===== src/rtl/bus_arbiter_pkg.sv =====
// rtl/bus_arbiter_pkg.sv - shared bus arbiter types, state encodings and defaults
package bus_arbiter_pkg;

    typedef enum logic [1:0] {
        IDLE  = 2'd0,
        BUSY0 = 2'd1,
        BUSY1 = 2'd2
    } arb_state_t;

    localparam int DEFAULT_TIMEOUT_CYCLES = 64;

    // Counter must represent 0..n inclusive so it never wraps at the limit.
    function automatic int wait_cnt_width(input int n);
        return (n < 1) ? 1 : $clog2(n + 1);
    endfunction

endpackage


===== src/rtl/arb_timeout_cnt.sv =====
// rtl/arb_timeout_cnt.sv - bus wait counter with terminal-count flag
module arb_timeout_cnt
    import bus_arbiter_pkg::*;
#(
    parameter int TIMEOUT_CYCLES = DEFAULT_TIMEOUT_CYCLES
) (
    input  logic clk,
    input  logic reset,
    input  logic i_clear,
    input  logic i_inc,
    output logic o_tc
);

    localparam int CW = wait_cnt_width(TIMEOUT_CYCLES);

    logic [CW-1:0] r_count;

    always_ff @(posedge clk) begin
        if (reset) begin
            r_count <= '0;
        end else if (i_clear) begin
            r_count <= '0;
        end else if (i_inc) begin
            r_count <= r_count + CW'(1);
        end
    end

    // Flags the wait cycle whose increment makes the count reach the limit.
    assign o_tc = i_inc && (r_count == CW'(TIMEOUT_CYCLES - 1));

endmodule


===== src/rtl/bus_arbiter.sv =====
// rtl/bus_arbiter.sv - two-master round-robin arbiter for a shared bus with timeout abort
module bus_arbiter
    import bus_arbiter_pkg::*;
#(
    parameter int TIMEOUT_CYCLES = DEFAULT_TIMEOUT_CYCLES
) (
    input  logic        clk,
    input  logic        reset,
    input  logic        m0_req,
    input  logic        m0_wr,
    input  logic [31:0] m0_addr,
    input  logic [31:0] m0_wdata,
    output logic        m0_ready,
    output logic        m0_err,
    output logic [31:0] m0_rdata,
    input  logic        m1_req,
    input  logic        m1_wr,
    input  logic [31:0] m1_addr,
    input  logic [31:0] m1_wdata,
    output logic        m1_ready,
    output logic        m1_err,
    output logic [31:0] m1_rdata,
    output logic        bus_req,
    output logic        bus_wr,
    output logic [31:0] bus_addr,
    output logic [31:0] bus_wdata,
    input  logic [31:0] bus_rdata,
    input  logic        bus_ready,
    output logic        cpu_stall
);

    arb_state_t  r_state;
    arb_state_t  w_next_state;
    logic        r_last_m1;
    logic        r_bus_wr;
    logic [31:0] r_bus_addr;
    logic [31:0] r_bus_wdata;
    logic        r_m0_ready, r_m0_err, r_m1_ready, r_m1_err;
    logic [31:0] r_m0_rdata, r_m1_rdata;

    logic w_elig0, w_elig1;
    logic w_grant, w_grant_m1;
    logic w_done, w_abort;
    logic w_busy, w_cur_m1;
    logic w_tc;

    // A master is not re-eligible in the cycle its completion pulse is out.
    assign w_elig0  = m0_req && !r_m0_ready;
    assign w_elig1  = m1_req && !r_m1_ready;
    assign w_busy   = (r_state != IDLE);
    assign w_cur_m1 = (r_state == BUSY1);

    arb_timeout_cnt #(
        .TIMEOUT_CYCLES(TIMEOUT_CYCLES)
    ) u_timeout_cnt (
        .clk    (clk),
        .reset  (reset),
        .i_clear(w_grant),
        .i_inc  (w_busy && !bus_ready),
        .o_tc   (w_tc)
    );

    always_ff @(posedge clk) begin
        if (reset) begin
            r_state <= IDLE;
        end else begin
            r_state <= w_next_state;
        end
    end

    always_comb begin
        w_next_state = r_state;
        w_grant      = 1'b0;
        w_grant_m1   = 1'b0;
        w_done       = 1'b0;
        w_abort      = 1'b0;
        case (r_state)
            IDLE: begin
                if (w_elig0 && w_elig1) begin
                    w_grant    = 1'b1;
                    w_grant_m1 = !r_last_m1;
                end else if (w_elig0 || w_elig1) begin
                    w_grant    = 1'b1;
                    w_grant_m1 = w_elig1;
                end
                if (w_grant) begin
                    w_next_state = w_grant_m1 ? BUSY1 : BUSY0;
                end
            end
            BUSY0, BUSY1: begin
                if (bus_ready) begin
                    w_done       = 1'b1;
                    w_next_state = IDLE;
                end else if (w_tc) begin
                    w_abort      = 1'b1;
                    w_next_state = IDLE;
                end
            end
            default: w_next_state = IDLE;
        endcase
    end

    always_ff @(posedge clk) begin
        if (reset) begin
            r_last_m1   <= 1'b1;
            r_bus_wr    <= 1'b0;
            r_bus_addr  <= '0;
            r_bus_wdata <= '0;
            r_m0_ready  <= 1'b0;
            r_m0_err    <= 1'b0;
            r_m1_ready  <= 1'b0;
            r_m1_err    <= 1'b0;
            r_m0_rdata  <= '0;
            r_m1_rdata  <= '0;
        end else begin
            r_m0_ready <= 1'b0;
            r_m0_err   <= 1'b0;
            r_m1_ready <= 1'b0;
            r_m1_err   <= 1'b0;
            if (w_grant) begin
                r_bus_wr    <= w_grant_m1 ? m1_wr    : m0_wr;
                r_bus_addr  <= w_grant_m1 ? m1_addr  : m0_addr;
                r_bus_wdata <= w_grant_m1 ? m1_wdata : m0_wdata;
            end
            if (w_done) begin
                r_last_m1 <= w_cur_m1;
                if (w_cur_m1) begin
                    r_m1_ready <= 1'b1;
                    if (!r_bus_wr) r_m1_rdata <= bus_rdata;
                end else begin
                    r_m0_ready <= 1'b1;
                    if (!r_bus_wr) r_m0_rdata <= bus_rdata;
                end
            end
            if (w_abort) begin
                r_last_m1 <= w_cur_m1;
                if (w_cur_m1) begin
                    r_m1_ready <= 1'b1;
                    r_m1_err   <= 1'b1;
                    r_m1_rdata <= '0;
                end else begin
                    r_m0_ready <= 1'b1;
                    r_m0_err   <= 1'b1;
                    r_m0_rdata <= '0;
                end
            end
        end
    end

    assign bus_req   = w_busy;
    assign bus_wr    = r_bus_wr;
    assign bus_addr  = r_bus_addr;
    assign bus_wdata = r_bus_wdata;
    assign m0_ready  = r_m0_ready;
    assign m0_err    = r_m0_err;
    assign m0_rdata  = r_m0_rdata;
    assign m1_ready  = r_m1_ready;
    assign m1_err    = r_m1_err;
    assign m1_rdata  = r_m1_rdata;
    assign cpu_stall = m0_req && !r_m0_ready;

endmodule

===== config.mk =====
export PLATFORM = sky130hd
export DESIGN_NAME = bus_arbiter
export DESIGN_NICKNAME = d
export VERILOG_FILES = /design/src/rtl/bus_arbiter_pkg.sv /design/src/rtl/arb_timeout_cnt.sv /design/src/rtl/bus_arbiter.sv
export SDC_FILE = /design/constraint.sdc
export NUM_CORES = 1
export LEC_CHECK = 0
export ABC_AREA = 1
export CAP_MARGIN = 20
export CORE_MARGIN = 10
export CORE_UTILIZATION = 35
export DETAILED_ROUTE_END_ITERATION = 12
export GPL_ROUTABILITY_DRIVEN = 1
export HOLD_SLACK_MARGIN = 0.15
export PLACE_DENSITY = 0.71
export RECOVER_POWER = 100
export SYNTH_ARGS = -nofsm -noshare
export SYNTH_HDL_FRONTEND = slang
export SYNTH_SLANG_ARGS = --single-unit

===== constraint.sdc =====
create_clock -name clk -period 1.5 [get_ports clk]
set_clock_uncertainty 0.05 [all_clocks]
set_input_delay 0.15 -clock clk [delete_from_list [all_inputs] [get_ports clk]]
set_output_delay 0.15 -clock clk [all_outputs]
set_load 0.1 [all_outputs]

==> metrics.csv <==
metric,value,unit
pwr dens,1480,nW/um^2
Slew HR,66.0,%
Cell variety after synth,28,
GPL Wtd Cong,0.842,
Root Buffer,clkbuf_16,
Final Cycle Share,107,%
Leakage Power,4.48,nW
DRC viols,0,
drt first pass iters,5,
critical setup path kind,reg2reg,
post-synthesis sequential area ratio,47.9,%
Synth Register Bits,143,
Die W,151,um
clk sinks,143,
CTS Buf Count,17,
final worst slack,-0.106,ns
io pins,302,
Critical path buffers and inverters,2,
drt total wl,26400,um
Initial Util,35.9,%
1st-iter DRT viols,286,
hold buffer count at cts,0,
Final Critical Period,1.61,ns
syn nets,976,
CP max stage cell,dfxtp_2,
"CP delay by family, top",simple AND/OR/NAND/NOR gates,
Layout Nets,1319,
Post-DP HPWL,18200,um
Longest Clk Path Bufs,2,
Final Hold Fails,0,
hold path startpoint,m1_addr[25],
worst endpoint required time,1.75,ns
worst r2r src,r_state[0],
clk_lat worst skew,0.41,ns
row cnt,47,
Core Box Area,16600,sq um
routed length per instance,19.0,um
worst min-delay path category,in2reg,
placed insts,1322,
status,finished with violations,
vias,6656,
flop-to-flop setup slack,-0.11,ns
Setup TNS,-4.38,ns
non-filler cells in the finished layout,1384,
CTS tree,done,
endpoints failing setup,111,
Via density,4.81,
layout cells sized above 1,26.6,%
Synth warnings,0,
first-pass GRT wire length,35500,um
actual slew at the worst max-slew pin,0.513,ns
Critical Path Start Type,flip-flop,
peak supply drop,0.796,mV
Max Clock Freq,623,MHz
max_cap viols,0,
Clock Pin Slew Worst Setup and Hold Paths,0.07,ns
vias in the first global route,6465,
CP Cell Sequence,inv_4 -> ha_4 -> nand2_2 -> nor2_4 -> nand2_4 -> buf_12 -> o21ai_0 -> nor2_1,
CP startpoint,r_state[0],
largest net degree at the start of global routing,67,
H-Tree Depth,4,
slowest cell delay on critical path,0.35,ns
CP max FO,32,
initial antenna violation count,2,
GR Util All Layers,20.0,%
gate count after technology mapping,805,
Post-Syn Area,5970,sq um
"commonest non-fill, non-tap cell in the layout",clkdlybuf4s50_1,
Die ar.,22700,sq um
grt total ovfl,0,
RSZ-0062 raised after global routing,true,
Mean Syn Cell Area,7.42,sq um
most frequent cells in the layout,"166 x clkdlybuf4s50_1, 138 x dfxtp_1, 130 x clkbuf_4",
Die Height,151,um
CP arrival,1.86,ns
final count of pins violating max slew,0,
failing checks,negative setup slack,
ANT nets after route,0,
PortBufs,301,
Area growth syn-to-layout,72.6,%
CP endpoint kind,flip-flop,
cell type report:
class / count / area (sq um)
clock buffers: 19 / 464
repair buffers: 377 / 3640
flip-flops and latches: 143 / 2880
diodes: 3 / 7.51
well taps: 220 / 275
inverters: 83 / 327
fillers: 1423 / 6340
multi-input cells: 526 / 2590
clock inverters: 13 / 125
kinds of logic after synthesis:
| kind of cell | after synthesis | share of synthesized area (%) |
|---|---|---|
| and+or+nand+nor | 317 | 22.8 |
| AOI/OAI and AO/OA | 204 | 17.2 |
| DFF | 143 | 47.9 |
| buffers and inverters | 136 | 11.0 |
| adders and majority gates | 4 | 0.838 |
| xor gates and xnor gates | 1 | 0.147 |
worst paths after layout:
check / endpoint / cells after the start
max: m0_rdata[19] / 8
min reg2reg: u_timeout_cnt.r_count[6] / 2
min: bus_addr[25] / 3
max reg2reg: m0_rdata[19] / 8
synth_stat cells:
library cell / instances / share of area, %
dfxtp_1: 143 / 48
nor2_1: 141 / 8.9
o21ai_0: 121 / 10
nand2_1: 86 / 5.4
inv_1: 79 / 5.0
o21ai_1: 75 / 6.3
nand3_1: 71 / 6.0
buf_2: 18 / 1.5
clkbuf_1: 14 / 0.88
buf_6: 13 / 2.5
buf_4: 7 / 0.88
nand2_2: 7 / 0.73
a21oi_1: 5 / 0.42
ha_1: 4 / 0.84
inv_2: 4 / 0.25
nor2_4: 3 / 0.57
nor2_2: 2 / 0.21
nor3b_1: 2 / 0.25
and2_1: 1 / 0.10
clkbuf_2: 1 / 0.084
nand2_4: 1 / 0.19
nand3_2: 1 / 0.17
nand3_4: 1 / 0.29
nand4_1: 1 / 0.10
o211ai_1: 1 / 0.13
o21a_1: 1 / 0.13
o21bai_1: 1 / 0.13
xnor2_1: 1 / 0.15
power by group:
group | leakage, nW | total, mW | switching (mW) | internal (mW)
clock | 0.292 | 4.23 | 1.77 | 2.46
sequential | 1.17 | 4.48 | 0.231 | 4.24
combinational | 3.02 | 6.52 | 4.72 | 1.80
total | 4.48 | 15.2 | 6.73 | 8.50
per-layer routing:
metal  part of all wire [%]  track usage [%]  vias to the layer above  wire [um]
met4                    1.3             4.91                        0        348
li1                       -                -                     3287          -
met1                     38             20.9                     3069       9890
met3                     12             12.7                       26       3080
met5                      0                0                        -          0
met2                     49             33.0                      274      13000
stage by stage:
stage | setup slack, ns | power [mW] | hold WS, ns | utilization (%) | area (sq um)
floorplan | -0.0556 | 8.86 | 0.162 | - | 6010
global placement | -0.140 | 11.9 | 0.395 | 65.2 | 10900
detailed placement | -0.180 | 11.9 | 0.398 | 65.2 | 10900
CTS | -0.0192 | 16.1 | 0.268 | 68.8 | 11500
global route | -0.215 | 15.8 | 0.287 | 61.9 | 10300
finish | -0.106 | 15.2 | 0.285 | 61.9 | 10300
what timing repair did:
action                                  4_1_cts  5_1_grt
pin swaps                                     2        8
cloned                                        0       12
gates resized for setup                       9       91
endpoints found under the setup margin       87      137
buffers inserted                              2       14
sequential cells by signal (all words and copies together), names as in the netlist:
register	flops
bus_addr	32
bus_wdata	32
m0_rdata	32
m1_rdata	32
u_timeout_cnt.r_count	7
r_state	2
bus_wr	1
m0_err	1
m0_ready	1
m1_err	1
m1_ready	1
r_last_m1	1
tightest hold or removal path, delay by kind of cell:
family,cells,cell delay (ns)
AND/OR/NAND/NOR,1,0.10
buffers and inverters,1,0.39
AO/OA/AOI/OAI,1,0.07
(Power assumes the default switching activity.)
